### config.mk
export PLATFORM = sky130hd
export DESIGN_NAME = rv32i_dport_arbiter_flat
export DESIGN_NICKNAME = d
export VERILOG_FILES = /design/src/rtl/rv32i_dport_arbiter_if.sv /design/src/rtl/rv32i_dport_arbiter.sv /design/src/flat_wrapper.sv
export SDC_FILE = /design/constraint.sdc
export NUM_CORES = 1
export LEC_CHECK = 0
export ABC_CLOCK_PERIOD_IN_PS = 2700
export BUFFER_PORTS_ARGS = -buffer_cell sky130_fd_sc_hd__buf_2
export CELL_PAD_IN_SITES_DETAIL_PLACEMENT = 2
export CELL_PAD_IN_SITES_GLOBAL_PLACEMENT = 2
export CORE_MARGIN = 2
export CORE_UTILIZATION = 13
export DETAILED_ROUTE_END_ITERATION = 10
export GPL_TIMING_DRIVEN = 0
export HOLD_SLACK_MARGIN = 0.05
export MAX_ROUTING_LAYER = met4
export PLACE_DENSITY_LB_ADDON = 0.1
export SYNTH_ARGS = -nofsm -noshare
export SYNTH_HDL_FRONTEND = slang
export SYNTH_SLANG_ARGS = --single-unit
### constraint.sdc
create_clock -name clk -period 2.7 [get_ports clk]
set_input_delay 0.54 -clock clk [delete_from_list [all_inputs] [get_ports clk]]
set_output_delay 0.54 -clock clk [all_outputs]
set_load 0.01 [all_outputs]
### src/rtl/rv32i_dport_arbiter_if.sv
// Signal bundle for the shared RAM data port: requester P, requester D and the RAM side.
// Defining DPORT_LOCK_EN adds the d_lock signal from the debug master.
interface rv32i_dport_arbiter_if #(
  parameter int ADDR_W = 30
);
  logic              p_req;
  logic              p_we;
  logic [3:0]        p_be;
  logic [ADDR_W-1:0] p_addr;
  logic [31:0]       p_wdata;
  logic              p_stall;
  logic              p_rvalid;
  logic [31:0]       p_rdata;

  logic              d_req;
  logic              d_we;
  logic [3:0]        d_be;
  logic [ADDR_W-1:0] d_addr;
  logic [31:0]       d_wdata;
  logic              d_gnt;
  logic              d_rvalid;
  logic [31:0]       d_rdata;

  logic [ADDR_W-1:0] ram_addr;
  logic              ram_we;
  logic [3:0]        ram_be;
  logic [31:0]       ram_wdata;
  logic [31:0]       ram_rdata;

`ifdef DPORT_LOCK_EN
  logic              d_lock;

  modport slave (
    input  p_req, p_we, p_be, p_addr, p_wdata,
    output p_stall, p_rvalid, p_rdata,
    input  d_req, d_we, d_be, d_addr, d_wdata, d_lock,
    output d_gnt, d_rvalid, d_rdata,
    output ram_addr, ram_we, ram_be, ram_wdata,
    input  ram_rdata
  );

  modport master (
    output p_req, p_we, p_be, p_addr, p_wdata,
    input  p_stall, p_rvalid, p_rdata,
    output d_req, d_we, d_be, d_addr, d_wdata, d_lock,
    input  d_gnt, d_rvalid, d_rdata,
    input  ram_addr, ram_we, ram_be, ram_wdata,
    output ram_rdata
  );
`else
  modport slave (
    input  p_req, p_we, p_be, p_addr, p_wdata,
    output p_stall, p_rvalid, p_rdata,
    input  d_req, d_we, d_be, d_addr, d_wdata,
    output d_gnt, d_rvalid, d_rdata,
    output ram_addr, ram_we, ram_be, ram_wdata,
    input  ram_rdata
  );

  modport master (
    output p_req, p_we, p_be, p_addr, p_wdata,
    input  p_stall, p_rvalid, p_rdata,
    output d_req, d_we, d_be, d_addr, d_wdata,
    input  d_gnt, d_rvalid, d_rdata,
    input  ram_addr, ram_we, ram_be, ram_wdata,
    output ram_rdata
  );
`endif
endinterface

### src/rtl/rv32i_dport_arbiter.sv
// Arbiter sharing the RAM data port between the pipeline MEM stage (P) and a debug master (D).
// Optional macro DPORT_LOCK_EN adds a d_lock input that lets D hold the port exclusively.
module rv32i_dport_arbiter #(
  parameter int STARVE_MAX = 4,
  parameter int ADDR_W     = 30
) (
  input  logic                  clk,
  input  logic                  reset,
  rv32i_dport_arbiter_if.slave  bus
);
  typedef enum logic [1:0] {IDLE, PIPE, DBG, D_BURST} gnt_state_e;
  typedef enum logic [1:0] {TAG_NONE, TAG_P, TAG_D} rd_tag_e;

  localparam logic [7:0] STARVE_LIM = 8'(STARVE_MAX);

  gnt_state_e        last_gnt, last_gnt_nxt;
  rd_tag_e           rd_tag, rd_tag_nxt;
  logic [7:0]        starve_cnt, starve_cnt_nxt;
  logic              forced_q, forced_nxt;
  logic              g_p, g_d;
  logic              p_rvalid, d_rvalid;
  logic [ADDR_W-1:0] addr_mux;
`ifdef DPORT_LOCK_EN
  typedef enum logic {UNLOCKED, LOCKED} lock_state_e;
  lock_state_e       lock_st, lock_nxt;
`endif

  // State register
  always_ff @(posedge clk) begin
    if (!reset) begin
      last_gnt   <= IDLE;
      rd_tag     <= TAG_NONE;
      starve_cnt <= 8'd0;
      forced_q   <= 1'b0;
`ifdef DPORT_LOCK_EN
      lock_st    <= UNLOCKED;
`endif
    end else begin
      last_gnt   <= last_gnt_nxt;
      rd_tag     <= rd_tag_nxt;
      starve_cnt <= starve_cnt_nxt;
      forced_q   <= forced_nxt;
`ifdef DPORT_LOCK_EN
      lock_st    <= lock_nxt;
`endif
    end
  end

  // Next-state logic; forced means D won while P was also asking
  always_comb begin
    last_gnt_nxt   = last_gnt;
    forced_nxt     = g_d && bus.p_req;
    rd_tag_nxt     = TAG_NONE;
    starve_cnt_nxt = starve_cnt;

    if (!bus.p_req && !bus.d_req) begin
      last_gnt_nxt = IDLE;
    end else if (g_d) begin
      if (last_gnt == D_BURST)
        last_gnt_nxt = PIPE;
      else if (last_gnt == DBG && (forced_q || forced_nxt))
        last_gnt_nxt = D_BURST;
      else
        last_gnt_nxt = DBG;
    end else if (g_p) begin
      last_gnt_nxt = PIPE;
    end

    if (g_p && !bus.p_we)
      rd_tag_nxt = TAG_P;
    else if (g_d && !bus.d_we)
      rd_tag_nxt = TAG_D;

    if (!bus.d_req || g_d)
      starve_cnt_nxt = 8'd0;
    else if (starve_cnt != STARVE_LIM)
      starve_cnt_nxt = starve_cnt + 8'd1;

`ifdef DPORT_LOCK_EN
    if (lock_st == LOCKED)
      lock_nxt = bus.d_lock ? LOCKED : UNLOCKED;
    else
      lock_nxt = (g_d && bus.d_lock) ? LOCKED : UNLOCKED;
`endif
  end

  // Output logic: grants are held low while reset is asserted
  always_comb begin
    g_d = 1'b0;
    g_p = 1'b0;
    if (reset) begin
`ifdef DPORT_LOCK_EN
      g_d = bus.d_req && (lock_st == LOCKED || !bus.p_req ||
                          starve_cnt == STARVE_LIM || last_gnt == D_BURST);
      g_p = bus.p_req && !g_d && lock_st != LOCKED;
`else
      g_d = bus.d_req && (!bus.p_req || starve_cnt == STARVE_LIM || last_gnt == D_BURST);
      g_p = bus.p_req && !g_d;
`endif
    end
  end

  assign addr_mux      = g_d ? bus.d_addr : bus.p_addr;
  assign bus.ram_addr  = addr_mux;
  assign bus.ram_be    = g_d ? bus.d_be : bus.p_be;
  assign bus.ram_wdata = g_d ? bus.d_wdata : bus.p_wdata;
  assign bus.ram_we    = (g_p && bus.p_we) || (g_d && bus.d_we);

  assign bus.p_stall   = reset && bus.p_req && !g_p;
  assign bus.d_gnt     = g_d;

  assign p_rvalid      = reset && (rd_tag == TAG_P);
  assign d_rvalid      = reset && (rd_tag == TAG_D);
  assign bus.p_rvalid  = p_rvalid;
  assign bus.d_rvalid  = d_rvalid;
  assign bus.p_rdata   = p_rvalid ? bus.ram_rdata : 32'd0;
  assign bus.d_rdata   = d_rvalid ? bus.ram_rdata : 32'd0;
endmodule

### src/flat_wrapper.sv
// flat-port wrapper written by rule: the top's interface ports become plain ports
module rv32i_dport_arbiter_flat 
#(
  parameter int STARVE_MAX = 4,
  parameter int ADDR_W     = 30
)
  (clk, reset, bus_p_req, bus_p_we, bus_p_be, bus_p_addr, bus_p_wdata, bus_p_stall, bus_p_rvalid, bus_p_rdata, bus_d_req, bus_d_we, bus_d_be, bus_d_addr, bus_d_wdata, bus_d_gnt, bus_d_rvalid, bus_d_rdata, bus_ram_addr, bus_ram_we, bus_ram_be, bus_ram_wdata, bus_ram_rdata);
  rv32i_dport_arbiter_if #(.ADDR_W(ADDR_W)) bus_i ();
  input  logic clk;
  input  logic reset;
  input wire logic [$bits(bus_i.p_req)-1:0] bus_p_req;
  input wire logic [$bits(bus_i.p_we)-1:0] bus_p_we;
  input wire logic [$bits(bus_i.p_be)-1:0] bus_p_be;
  input wire logic [$bits(bus_i.p_addr)-1:0] bus_p_addr;
  input wire logic [$bits(bus_i.p_wdata)-1:0] bus_p_wdata;
  output wire logic [$bits(bus_i.p_stall)-1:0] bus_p_stall;
  output wire logic [$bits(bus_i.p_rvalid)-1:0] bus_p_rvalid;
  output wire logic [$bits(bus_i.p_rdata)-1:0] bus_p_rdata;
  input wire logic [$bits(bus_i.d_req)-1:0] bus_d_req;
  input wire logic [$bits(bus_i.d_we)-1:0] bus_d_we;
  input wire logic [$bits(bus_i.d_be)-1:0] bus_d_be;
  input wire logic [$bits(bus_i.d_addr)-1:0] bus_d_addr;
  input wire logic [$bits(bus_i.d_wdata)-1:0] bus_d_wdata;
  output wire logic [$bits(bus_i.d_gnt)-1:0] bus_d_gnt;
  output wire logic [$bits(bus_i.d_rvalid)-1:0] bus_d_rvalid;
  output wire logic [$bits(bus_i.d_rdata)-1:0] bus_d_rdata;
  output wire logic [$bits(bus_i.ram_addr)-1:0] bus_ram_addr;
  output wire logic [$bits(bus_i.ram_we)-1:0] bus_ram_we;
  output wire logic [$bits(bus_i.ram_be)-1:0] bus_ram_be;
  output wire logic [$bits(bus_i.ram_wdata)-1:0] bus_ram_wdata;
  input wire logic [$bits(bus_i.ram_rdata)-1:0] bus_ram_rdata;
  assign bus_i.p_req = bus_p_req;
  assign bus_i.p_we = bus_p_we;
  assign bus_i.p_be = bus_p_be;
  assign bus_i.p_addr = bus_p_addr;
  assign bus_i.p_wdata = bus_p_wdata;
  assign bus_p_stall = bus_i.p_stall;
  assign bus_p_rvalid = bus_i.p_rvalid;
  assign bus_p_rdata = bus_i.p_rdata;
  assign bus_i.d_req = bus_d_req;
  assign bus_i.d_we = bus_d_we;
  assign bus_i.d_be = bus_d_be;
  assign bus_i.d_addr = bus_d_addr;
  assign bus_i.d_wdata = bus_d_wdata;
  assign bus_d_gnt = bus_i.d_gnt;
  assign bus_d_rvalid = bus_i.d_rvalid;
  assign bus_d_rdata = bus_i.d_rdata;
  assign bus_ram_addr = bus_i.ram_addr;
  assign bus_ram_we = bus_i.ram_we;
  assign bus_ram_be = bus_i.ram_be;
  assign bus_ram_wdata = bus_i.ram_wdata;
  assign bus_i.ram_rdata = bus_ram_rdata;
  rv32i_dport_arbiter #(.STARVE_MAX(STARVE_MAX), .ADDR_W(ADDR_W)) u_core (.clk(clk), .reset(reset), .bus(bus_i));
endmodule
After elaboration in Yosys (flattened, before gate mapping)
Index checks and enable logic that the tools add are counted.
Widths: inputs -> output; s select.
{"block": "word_totals", "out_inout_bits": 135, "ff_bits": 13, "input_bits": 170, "wordCells": 54}
{"block": "op_classes", "addsub": 1, "eq_ne": 6, "mux": 13, "reduce_logical": 28, "n_bitwise": 1}
{"op": "$mux 32", "count": 3}
{"op": "$mux 30", "count": 1}
{"op": "$logic_and 1x1->1", "count": 13}
{"op": "$add 8x1->8 const B", "count": 1}
{"op": "$eq 8x3->1 const B", "count": 1}
{"op": "$mux 2", "count": 4}
{"op": "$ne 8x3->1 const B", "count": 1}
{"op": "$eq 2x2->1 const B", "count": 3}
{"op": "$logic_not 1->1", "count": 6}
{"op": "$reduce_or 2->1", "count": 3}
{"op": "$logic_or 1x1->1", "count": 5}
{"op": "$mux 1", "count": 4}
{"op": "$mux 4", "count": 1}
{"op": "$eq 2x1->1 const B", "count": 1}
{"op": "$reduce_bool 2->1", "count": 1}
{"op": "$not 1->1", "count": 1}

Logic depth before layout (Yosys ltp)
Gate-level depths: netlist of run 1.
{"block": "logic_depth", "depth_word": 11, "mapped_depth": 7, "depth_no_buf": 6}

Worst setup path after synthesis of run 1
Ideal clock, no wire load.
{"block": "synth_path", "kind": "in2out", "start": "in bus_d_req", "end": "out bus_ram_addr[0]", "path_buffers": 1, "slack_ns": 0.316, "t_required_ns": 2.160, "path_stages": 5, "arrival_ns": 1.844, "cell_sequence": "or4b_1 -> o221ai_4 -> nand2_4 -> buf_6 -> mux2_4"}
{"block": "synth_via", "elab_chain_cells": 3}
{"element": "start: declaration", "line": "flat_wrapper.sv:19", "source": "input wire logic [$bits(bus_i.d_req)-1:0] bus_d_req;"}
{"element": "$logic_and 1x1->1", "line": "rv32i_dport_arbiter.sv:97", "source": "g_d = bus.d_req && (!bus.p_req || starve_cnt == STARVE_LIM || last_gnt == D_BURST);"}
{"element": "$mux 1", "line": "rv32i_dport_arbiter.sv:91", "source": "if (reset) begin"}
{"element": "$mux 30", "line": "rv32i_dport_arbiter.sv:103", "source": "assign addr_mux = g_d ? bus.d_addr : bus.p_addr;"}
{"element": "end: declaration", "line": "flat_wrapper.sv:27", "source": "output wire logic [$bits(bus_i.ram_addr)-1:0] bus_ram_addr;"}
Every way passes these cells.

Worst setup path in the final report of run 1
{"block": "layout_path", "start": "reg u_core.starve_cnt[4]", "end": "out bus_ram_addr[15]"}
{"block": "layout_via", "elab_chain_cells": 6}
{"element": "start: declaration", "line": "rv32i_dport_arbiter.sv:18", "source": "logic [7:0] starve_cnt, starve_cnt_nxt;"}
{"element": "start signal: assignment", "line": "rv32i_dport_arbiter.sv:41", "source": "starve_cnt <= starve_cnt_nxt;"}
{"element": "$eq 8x3->1", "line": "rv32i_dport_arbiter.sv:97"}
{"element": "$logic_or 1x1->1 (2 in a row)", "line": "rv32i_dport_arbiter.sv:97"}
{"element": "$logic_and 1x1->1", "line": "rv32i_dport_arbiter.sv:97"}
{"element": "$mux 1", "line": "rv32i_dport_arbiter.sv:91"}
{"element": "$mux 30", "line": "rv32i_dport_arbiter.sv:103"}
Every way passes these cells.

==> results of run 1 <==
## synth_stat cells
cell type	n
buf_6	7
dfxtp_1	13
nor3b_1	1
mux2_4	65
a211o_1	1
xor2_1	2
or2_1	1
nand2_4	1
or4b_1	1
and2_1	64
clkbuf_1	7
mux2i_1	1
ha_1	2
nand3_1	4
nor3_1	2
nor2_1	13
and3b_1	1
nand2_1	8
nor4_1	1
xnor2_1	4
a21oi_1	2
mux2_1	1
o221ai_4	1
o21ai_0	1
nand4bb_1	1
inv_2	1
inv_1	5
## metal layers
| metal | up-vias | part of all wire, % | track usage (%) |
|---|---|---|---|
| li1 | 1333 | - | - |
| met1 | 1273 | 38 | 14.3 |
| met2 | 140 | 56 | 24.3 |
| met3 | 2 | 6.6 | 1.87 |
| met4 | 0 | 0.11 | 1.13 |
| met5 | - | 0 | - |
## power by group
group          leakage [nW]  internal (mW)  switching, mW  total (mW)
clock                0.0382          0.199         0.0799       0.279
combinational          2.34          0.288          0.201       0.489
sequential            0.107          0.196        0.00347       0.199
## placed cells by master (no fill, tap or decap), drive strengths merged
cell | synthesis | routed
mux2i | 1 | 1
xor2 | 2 | 2
inv | 6 | 6
dfxtp | 13 | 13
nor2 | 13 | 13
and2 | 64 | 64
and3b | 1 | 1
or2 | 1 | 1
nor4 | 1 | 1
mux2 | 66 | 66
xnor2 | 4 | 4
or4b | 1 | 1
o21ai | 1 | 1
clkbuf | 7 | 12
ha | 2 | 2
nand2 | 9 | 10
a21oi | 2 | 2
nor3 | 2 | 2
a211o | 1 | 1
nor3b | 1 | 1
nand4bb | 1 | 1
nand3 | 4 | 4
buf | 7 | 315
o221ai | 1 | 1
## worst max-delay path by stage
stage | from | end | slack, ns | cells past startpoint
after detailed placement | bus_d_req | bus_ram_addr[9] | -0.10 | 7
after floorplan | bus_d_req | bus_ram_addr[0] | 0.32 | 5
after CTS | u_core.starve_cnt[4]$_SDFFE_PP0N_ | bus_ram_wdata[13] | -0.05 | 6
after global placement | bus_d_req | bus_ram_addr[9] | -0.11 | 7
after global routing | u_core.starve_cnt[4]$_SDFFE_PP0N_ | bus_ram_addr[5] | -0.06 | 7
final | u_core.starve_cnt[4]$_SDFFE_PP0N_ | bus_ram_addr[15] | 0.005 | 7
## sequential cells by signal, indices dropped and copies added, names as in the netlist
register,cells
u_core.last_gnt,2
u_core.rd_tag,2
u_core.forced_q,1
u_core.starve_cnt,8
## area by class of cell
type	instances	area [um^2]	area share, %
clock buffer	4	78.8	1.93
tap	216	270	6.60
timing repair buffer	309	1610	39.3
inverter	6	22.5	0.550
buffer	14	126	3.09
sequential	13	265	6.48
multi-input combinational	179	1720	42.0
## cells by family after synthesis
kind of cell | Yosys count
AO/OA/AOI/OAI | 5
XOR/XNOR | 6
adder cells (fa/ha/maj) | 2
buffers and inverters | 20
flip-flops | 13
multiplexers | 67
AND/OR/NAND/NOR | 98
## worst reg2reg max path, cell delays in order (launching register included)
cell      delay [ns]
dfxtp_4         0.34
or4b_4          0.54
o221ai_4        0.17
buf_12          0.15
nand2_4         0.09
buf_12          0.17
buf_4           0.16
a21oi_1         0.11
## through the flow
stage,area [um^2],cells,hold WS [ns],setup slack (ns)
5_1_grt,4090,741,0.490,-0.0588
4_1_cts,4020,738,0.466,-0.0459
6_report,4090,741,0.459,0.00541
3_5_place_dp,3870,731,0.456,-0.104
2_1_floorplan,2080,211,0.430,0.316
3_3_place_gp,3870,731,0.448,-0.114
## what timing repair did
item,in CTS,in global routing
setup buffers,3,1
cloned,0,2
setup endpoints to repair,65,66
gates resized for setup,14,3
pin swaps,2,2
==> reports/qor.yml, run 1 <==
status:
  outcome: "complete, no violations"
route:
  viasPerCell: 3.71
  first_pass_iters: 3
  postRouteAntennaNets: 0
  routedWlPerCell_um: 16.4
  dr_total_vias: 2748
  post-route-drc-count: 0
  totalWireLength_um: 12200
  drt-initial-drc-count: 35
global_routing:
  grt_pass1_wl_um: 16000
  antenna_found_initial: 0
  grt_pass1_vias: 2792
  grt_max_degree: 11
  grtUsageTotal_pct: 12.6
  overflow: 0
worst_setup_path:
  cp-end-kind: "output port"
  required_ns: 2.16
  cp_max_fo: 5
  slowest_delay_ns: 0.54
  reg2reg_depth: 7
  worst-path-buf-inv: 3
  rr_startpoint: "u_core.starve_cnt[4]$_SDFFE_PP0N_"
  start_kind: "register"
  crit-reg2reg-capture: "u_core.last_gnt[1]$_SDFFE_PP0P_"
  critical_path.cell_chain: "or4b_4 > o221ai_4 > buf_12 > nand2_4 > clkbuf_16 > mux2_4 > buf_2"
  crit_family: "simple AND/OR/NAND/NOR gates"
  r2r_slack_ns: 0.90
  slowest_stage: "or4b_4"
  crit_type: "reg2out"
  cp.arrival_ns: 2.15
finish:
  syn_to_final_growth_pct: 96.5
  fillCellCount: 1924
  final_nets: 698
  drive_gt1_share_pct: 74.5
  antenna_cells: 0
  post-route-util_pct: 26.0
cts:
  root_buffer: "clkbuf_16"
  clk_pin_slew_ns: 0.04
  numCtsBuffers: 3
  cts_num_sinks: 13
  cts_hold_buf: 0
  htreeDepth: 1
  cts_buffer_depth: 2
  cts_tree: "built"
  insertion_delay_ns: 0.24
yosys:
  synth_top_area_share_pct: 46.8
  ys_seq_area_share_pct: 12.5
  synth_seq_cells: 13
  yosys.area.top_type: "mux2_4"
  avgSynthCellArea_um2: 9.87
  synthCells: 211
  synthMuxAreaShare_pct: 47.9
  synth_nets: 383
  synthSimpleGateAreaFrac_pct: 27.4
  synth-xor-area-share_pct: 2.52
  synthDistinctLibCells: 27
  synth_top_family_by_area: "multiplexers"
  synth_fa_ha_area_share_pct: 1.20
  synth_area_um2: 2080
  yosys_warnings: 0
  synth_area_leaders: "mux2_4 (47%), and2_1 (19%), dfxtp_1 (12%)"
  synth_compound_area_share_pct: 2.40
min_path:
  min_path_type: "reg2reg"
  hold_depth: 1
  holdCritStartpoint: "u_core.starve_cnt[0]$_SDFFE_PP0N_"
  holdPathEnd: "u_core.starve_cnt[0]$_SDFFE_PP0N_"
die:
  start_util_pct: 13.2
  coreArea_um2: 15800
  pin_count: 305
  rows: 46
  die_x_um: 131
  die_area_um2: 17100
  die_height_um: 131
placement:
  hpwl_um: 11000
  io_buffers: 304
  place_congestion: 0.685
sta:
  setup_viol: 0
  relSlewSlack_pct: 75.8
  fin_setup_tns_ns: 0
  period_share_pct: 99.8
  tightestPinTransition_ns: 0.362
  fin_skew_ns: 0.00175
  grt_setup_unrepaired: "true"
  fmax_mhz: 371
  period_needed_ns: 2.69
  final_max_slew_viol_count: 0
  hold_viol: 0
power_and_ir_drop:
  ir_drop_uv: 168
  powerDensity_nw_per_um2: 236
  total_power_mw: 0.967
  p_leak_nw: 2.48
flow_run:
  cap_violations: 0
No activity file was read; power rests on OpenSTA's default activity.
==> inputs of run 2 (changes only) <==
--- a/config.mk
+++ b/config.mk
@@ -12,7 +12,6 @@
 export CORE_MARGIN = 2
 export CORE_UTILIZATION = 13
 export DETAILED_ROUTE_END_ITERATION = 10
-export GPL_TIMING_DRIVEN = 0
 export HOLD_SLACK_MARGIN = 0.05
 export MAX_ROUTING_LAYER = met4
 export PLACE_DENSITY_LB_ADDON = 0.1
==> run 2 against run 1 <==
Effect of this change: maximum frequency shrank 1.2%; clock-buffer cell count is the same; via count grew 0.55%; critical path depth is the same; cell area shrank 1.0%; the run now ends with setup timing left; worst setup slack lost 0.031 ns.
==> reports/qor.yml, run 2 (synthesized netlist as in run 1, its figures left out) <==
worst_setup_path:
  cp-end-kind: "output port"
  cp.arrival_ns: 2.19
  start_kind: "register"
  crit_type: "reg2out"
  critical_path.cell_chain: "or4b_4 > o221ai_4 > nand2_4 > buf_6 > buf_6 > mux2_4 > buf_2"
  required_ns: 2.16
  cp_max_fo: 6
  worst-path-buf-inv: 3
  crit_family: "simple AND/OR/NAND/NOR gates"
  cp_common_cell: "buf_6"
  slowest_delay_ns: 0.52
  slowest_stage: "or4b_4"
die:
  start_util_pct: 13.2
  pin_count: 305
  die_height_um: 131
  die_x_um: 131
  die_area_um2: 17100
  rows: 46
  coreArea_um2: 15800
sta:
  tightestPinTransition_ns: 0.385
  grt_setup_unrepaired: "true"
  period_share_pct: 101
  final_max_slew_viol_count: 0
  fmax_mhz: 367
  hold_viol: 0
  period_needed_ns: 2.73
  setup_ws_ns: -0.0260
  fin_skew_ns: 0.00255
  setup_viol: 27
  relSlewSlack_pct: 74.1
finish:
  seq_area_um2: 265
  fillCellCount: 1923
  reg.largest.list: "u_core.starve_cnt: 8 flops, u_core.last_gnt: 2 flops, u_core.rd_tag: 2 flops"
  drive_gt1_share_pct: 76.3
  final_nets: 691
  syn_to_final_growth_pct: 94.5
  largest_register: "u_core.starve_cnt"
  design_area_um2: 4050
  final_cell_mix: "buf_2 (304), mux2_4 (65), and2_1 (64), nor2_1 (13), dfxtp_1 (9)"
  largest_reg_flops: 8
  multi_input_area_um2: 1720
  final_common_cell: "buf_2"
global_routing:
  grt_pass1_vias: 2920
  overflow: 0
  grt-busiest-layer: "met2"
  use_met1_pct: 13.5
  grt_pass1_wl_um: 16400
  grt_max_degree: 36
  gr-usage-met2_pct: 24.8
  grtUsageMet3_pct: 3.38
  antenna_found_initial: 1
  grtUsageTotal_pct: 13.0
power_and_ir_drop:
  power_frac_seq_pct: 20.7
  power.internal_mw: 0.677
  switching_share_pct: 30.0
  powerDensity_nw_per_um2: 239
  ir_drop_uv: 243
  combPwrFrac_pct: 50.0
  switching_power_mw: 0.290
  p_leak_nw: 2.47
  pwr-share-clk_pct: 29.3
placement:
  io_buffers: 304
  placed_area_um2: 3850
  hpwl_um: 11000
  dp_slack_ns: 0.0265
  place_congestion: 0.698
route:
  viasPerCell: 3.76
  drt-initial-drc-count: 43
  post-route-drc-count: 0
  dr_total_vias: 2763
  routedWlPerCell_um: 17.4
  postRouteAntennaNets: 0
  first_pass_iters: 4
  totalWireLength_um: 12800
flow_run:
  cap_violations: 0
cts:
  numCtsBuffers: 3
  cts_hold_buf: 0
  insertion_delay_ns: 0.24
  cts_buffer_depth: 2
  cts_num_sinks: 13
  htreeDepth: 1
  cts_tree: "built"
  clk_pin_slew_ns: 0.04
  root_buffer: "clkbuf_16"
status:
  outcome: "finished with violations"
  violations: "setup timing"
min_path:
  min_path_type: "reg2reg"
-- run 2: worst register-to-register path: stages (launching register included) --
cell and delay (ns):
dfxtp_2 0.34, or4b_4 0.53, o221ai_4 0.19, nand2_4 0.17
buf_12 0.22, a21oi_1 0.14
-- run 2: path summary, 6_finish.rpt --
path                                                         from                                 to  slack, ns  depth (start not counted)
worst min register to register  u_core.starve_cnt[0]$_SDFFE_PP0N_  u_core.starve_cnt[0]$_SDFFE_PP0N_       0.43                          1
worst max register to register  u_core.starve_cnt[5]$_SDFFE_PP0N_    u_core.last_gnt[1]$_SDFFE_PP0P_       1.05                          5
worst max-delay path            u_core.starve_cnt[5]$_SDFFE_PP0N_                  bus_ram_wdata[25]      -0.03                          7
worst min-delay path            u_core.starve_cnt[0]$_SDFFE_PP0N_  u_core.starve_cnt[0]$_SDFFE_PP0N_       0.43                          1
-- run 2: metal layers --
| metal | share of wire, % | wire length (um) |
|---|---|---|
| met5 | 0 | 0 |
| met4 | 1.2 | 154 |
| met3 | 8.7 | 1110 |
| met2 | 55 | 6970 |
| met1 | 36 | 4540 |
-- run 2: power by group through the flow --
stage / combinational (mW) / sequential (mW) / clock [mW]
3_5_place_dp: 0.475 / 0.203 / 0
4_1_cts: 0.477 / 0.200 / 0.293
3_3_place_gp: 0.465 / 0.203 / 0
6_report: 0.484 / 0.200 / 0.283
2_1_floorplan: 0.228 / 0.202 / 0
5_1_grt: 0.521 / 0.200 / 0.306
-- run 2: area by class of cell --
type / instances / area share (%)
Timing Repair Buffer: 317 / 41.8
Antenna cell: 1 / 0.0618
Multi-Input combinational cell: 178 / 42.4
Tap cell: 216 / 6.67
Sequential cell: 13 / 6.55
Clock buffer: 4 / 1.95
Inverter: 6 / 0.556
-- run 2: stage by stage --
stage	std cells	TNS [ns]	hold slack [ns]	total power, mW	utilization (%)
global placement	725	0	0.452	0.668	24.4
finish	735	-0.259	0.433	0.967	25.7
detailed placement	725	0	0.462	0.678	24.4
floorplan	211	0	0.430	0.431	-
CTS	729	-0.524	0.467	0.970	24.9
global route	735	-4.27	0.460	1.03	25.7
-- run 2: repair_timing --
action | in CTS | in global routing
setup buffers | 0 | 2
setup endpoints to repair | 37 | 66
gates resized for setup | 0 | 9
gates cloned | 0 | 3
pin swaps | 0 | 0
==> inputs of run 3 (changes only) <==
--- a/config.mk
+++ b/config.mk
@@ -15,6 +15,7 @@
 export HOLD_SLACK_MARGIN = 0.05
 export MAX_ROUTING_LAYER = met4
 export PLACE_DENSITY_LB_ADDON = 0.1
+export SKIP_CTS_REPAIR_TIMING = 1
 export SYNTH_ARGS = -nofsm -noshare
 export SYNTH_HDL_FRONTEND = slang
 export SYNTH_SLANG_ARGS = --single-unit
==> run 3 against run 2 <==
Effect of this change: the run still ends with setup timing left; clock power about the same; total power about the same; utilization up 0.095 points; worst setup slack worse by 0.0015 ns; worst hold slack unchanged; cell count up 0.14%; non-clock buffer count up 1; die area unchanged; register-to-register slack better by 0.07 ns; sequential share of layout area about the same; combinational power about the same; critical path depth unchanged.
==> reports/qor.yml, run 3 (synthesized netlist as in run 1, its figures left out) <==
route:
  post-route-drc-count: 0
  dr_total_vias: 2741
  viasPerCell: 3.72
  postRouteAntennaNets: 0
  first_pass_iters: 4
  totalWireLength_um: 12600
  routedWlPerCell_um: 17.1
  drt-initial-drc-count: 32
global_routing:
  grtUsageTotal_pct: 13.0
  antenna_found_initial: 1
  grt_pass1_wl_um: 16400
  overflow: 0
  grt_max_degree: 36
  grt_pass1_vias: 2929
status:
  violations: "setup timing"
  outcome: "finished with violations"
min_path:
  min_path_type: "reg2reg"
sta:
  relSlewSlack_pct: 74.1
  final_max_slew_viol_count: 0
  period_share_pct: 101
  grt_setup_unrepaired: "true"
  tightestPinTransition_ns: 0.385
  setup_viol: 18
  period_needed_ns: 2.73
  setup_ws_ns: -0.0275
  fmax_mhz: 367
  hold_viol: 0
  fin_skew_ns: 0.00255
placement:
  placed_area_um2: 3850
  dp.cells: 725
  hpwl_um: 11000
  io_buffers: 304
  place_congestion: 0.698
finish:
  largest_reg_flops: 8
  reg.largest.list: "u_core.starve_cnt: 8 flops, u_core.last_gnt: 2 flops, u_core.rd_tag: 2 flops"
  final_cells: 736
  syn_to_final_growth_pct: 95.2
  final_common_cell: "buf_2"
  final_cell_mix: "buf_2 (304), mux2_4 (65), and2_1 (64), nor2_1 (13), dfxtp_1 (9)"
  largest_register: "u_core.starve_cnt"
  drive_gt1_share_pct: 76.3
  design_area_um2: 4070
  final_nets: 692
cts:
  cts_num_sinks: 13
  htreeDepth: 1
  cts_tree: "built"
  insertion_delay_ns: 0.24
  clk_pin_slew_ns: 0.04
  root_buffer: "clkbuf_16"
  cts_buffer_depth: 2
  numCtsBuffers: 3
worst_setup_path:
  cp_max_fo: 18
  required_ns: 2.16
  critical_path.cell_chain: "or4b_4 > o221ai_4 > nand2_4 > buf_12 > buf_16 > mux2_4 > buf_2"
  slowest_stage: "or4b_4"
  cp-end-kind: "output port"
  crit_type: "reg2out"
  cp.arrival_ns: 2.19
  start_kind: "register"
  slowest_delay_ns: 0.52
die:
  start_util_pct: 13.2
  rows: 46
  coreArea_um2: 15800
  die_height_um: 131
  die_x_um: 131
  die_area_um2: 17100
  pin_count: 305
power_and_ir_drop:
  total_power_mw: 0.967
  p_leak_nw: 2.48
  ir_drop_uv: 243
  powerDensity_nw_per_um2: 238
flow_run:
  cap_violations: 0
==> run 3: changes by cell type in the layout (fill, tap and decap cells not counted) <==
| cell | delta |
|---|---|
| buf_12 | +2 |
| clkbuf_16 | -1 |
==> run 3: worst max-delay path: cells and delay by family, from the launching register on <==
family / cells / cell delay, ns
flip-flops: 1 / 0.34
AO/OA/AOI/OAI: 1 / 0.19
AND/OR/NAND/NOR: 2 / 0.64
multiplexers: 1 / 0.31
buffers and inverters: 3 / 0.43
==> run 3: per-stage QoR <==
stage               hold WS [ns]  setup TNS, ns  util [%]  setup WS, ns
global route               0.460          -2.67      25.8       -0.0927
finish                     0.433         -0.306      25.8       -0.0275
floorplan                  0.430              0         -         0.316
CTS                        0.467         -0.524      24.9       -0.0234
global placement           0.452              0      24.4        0.0575
detailed placement         0.462              0      24.4        0.0265
==> run 3: worst paths after layout <==
kind | startpoint | endpoint | slack, ns | cells after the start
hold / removal | u_core.starve_cnt[0]$_SDFFE_PP0N_ | u_core.starve_cnt[0]$_SDFFE_PP0N_ | 0.43 | 1
setup / recovery | u_core.starve_cnt[5]$_SDFFE_PP0N_ | bus_ram_wdata[23] | -0.03 | 7
setup reg to reg | u_core.starve_cnt[0]$_SDFFE_PP0N_ | u_core.starve_cnt[5]$_SDFFE_PP0N_ | 1.12 | 6
hold reg to reg | u_core.starve_cnt[0]$_SDFFE_PP0N_ | u_core.starve_cnt[0]$_SDFFE_PP0N_ | 0.43 | 1
==> run 3: report_power, final <==
part / internal (mW) / total [mW] / leakage (nW) / switching (mW)
Combinational: 0.283 / 0.484 / 2.33 / 0.201
Sequential: 0.197 / 0.200 / 0.107 / 0.00349
Clock: 0.199 / 0.283 / 0.0382 / 0.0837
==> run 3: routing by layer <==
layer | track usage, % | up-vias | wire length, um
li1 | - | 1323 | -
met1 | 13.5 | 1264 | 4560
met2 | 24.8 | 147 | 6860
met3 | 3.38 | 7 | 1080
met4 | 2.69 | 0 | 100
met5 | - | - | 0
==> run 3: cell type report <==
type,instances,area [um^2]
antenna,1,2.50
clock buffer,4,78.8
fill,1926,11700
inverter,6,22.5
multi-input combinational,178,1720
sequential,13,265
tap,216,270
timing repair buffer,318,1710
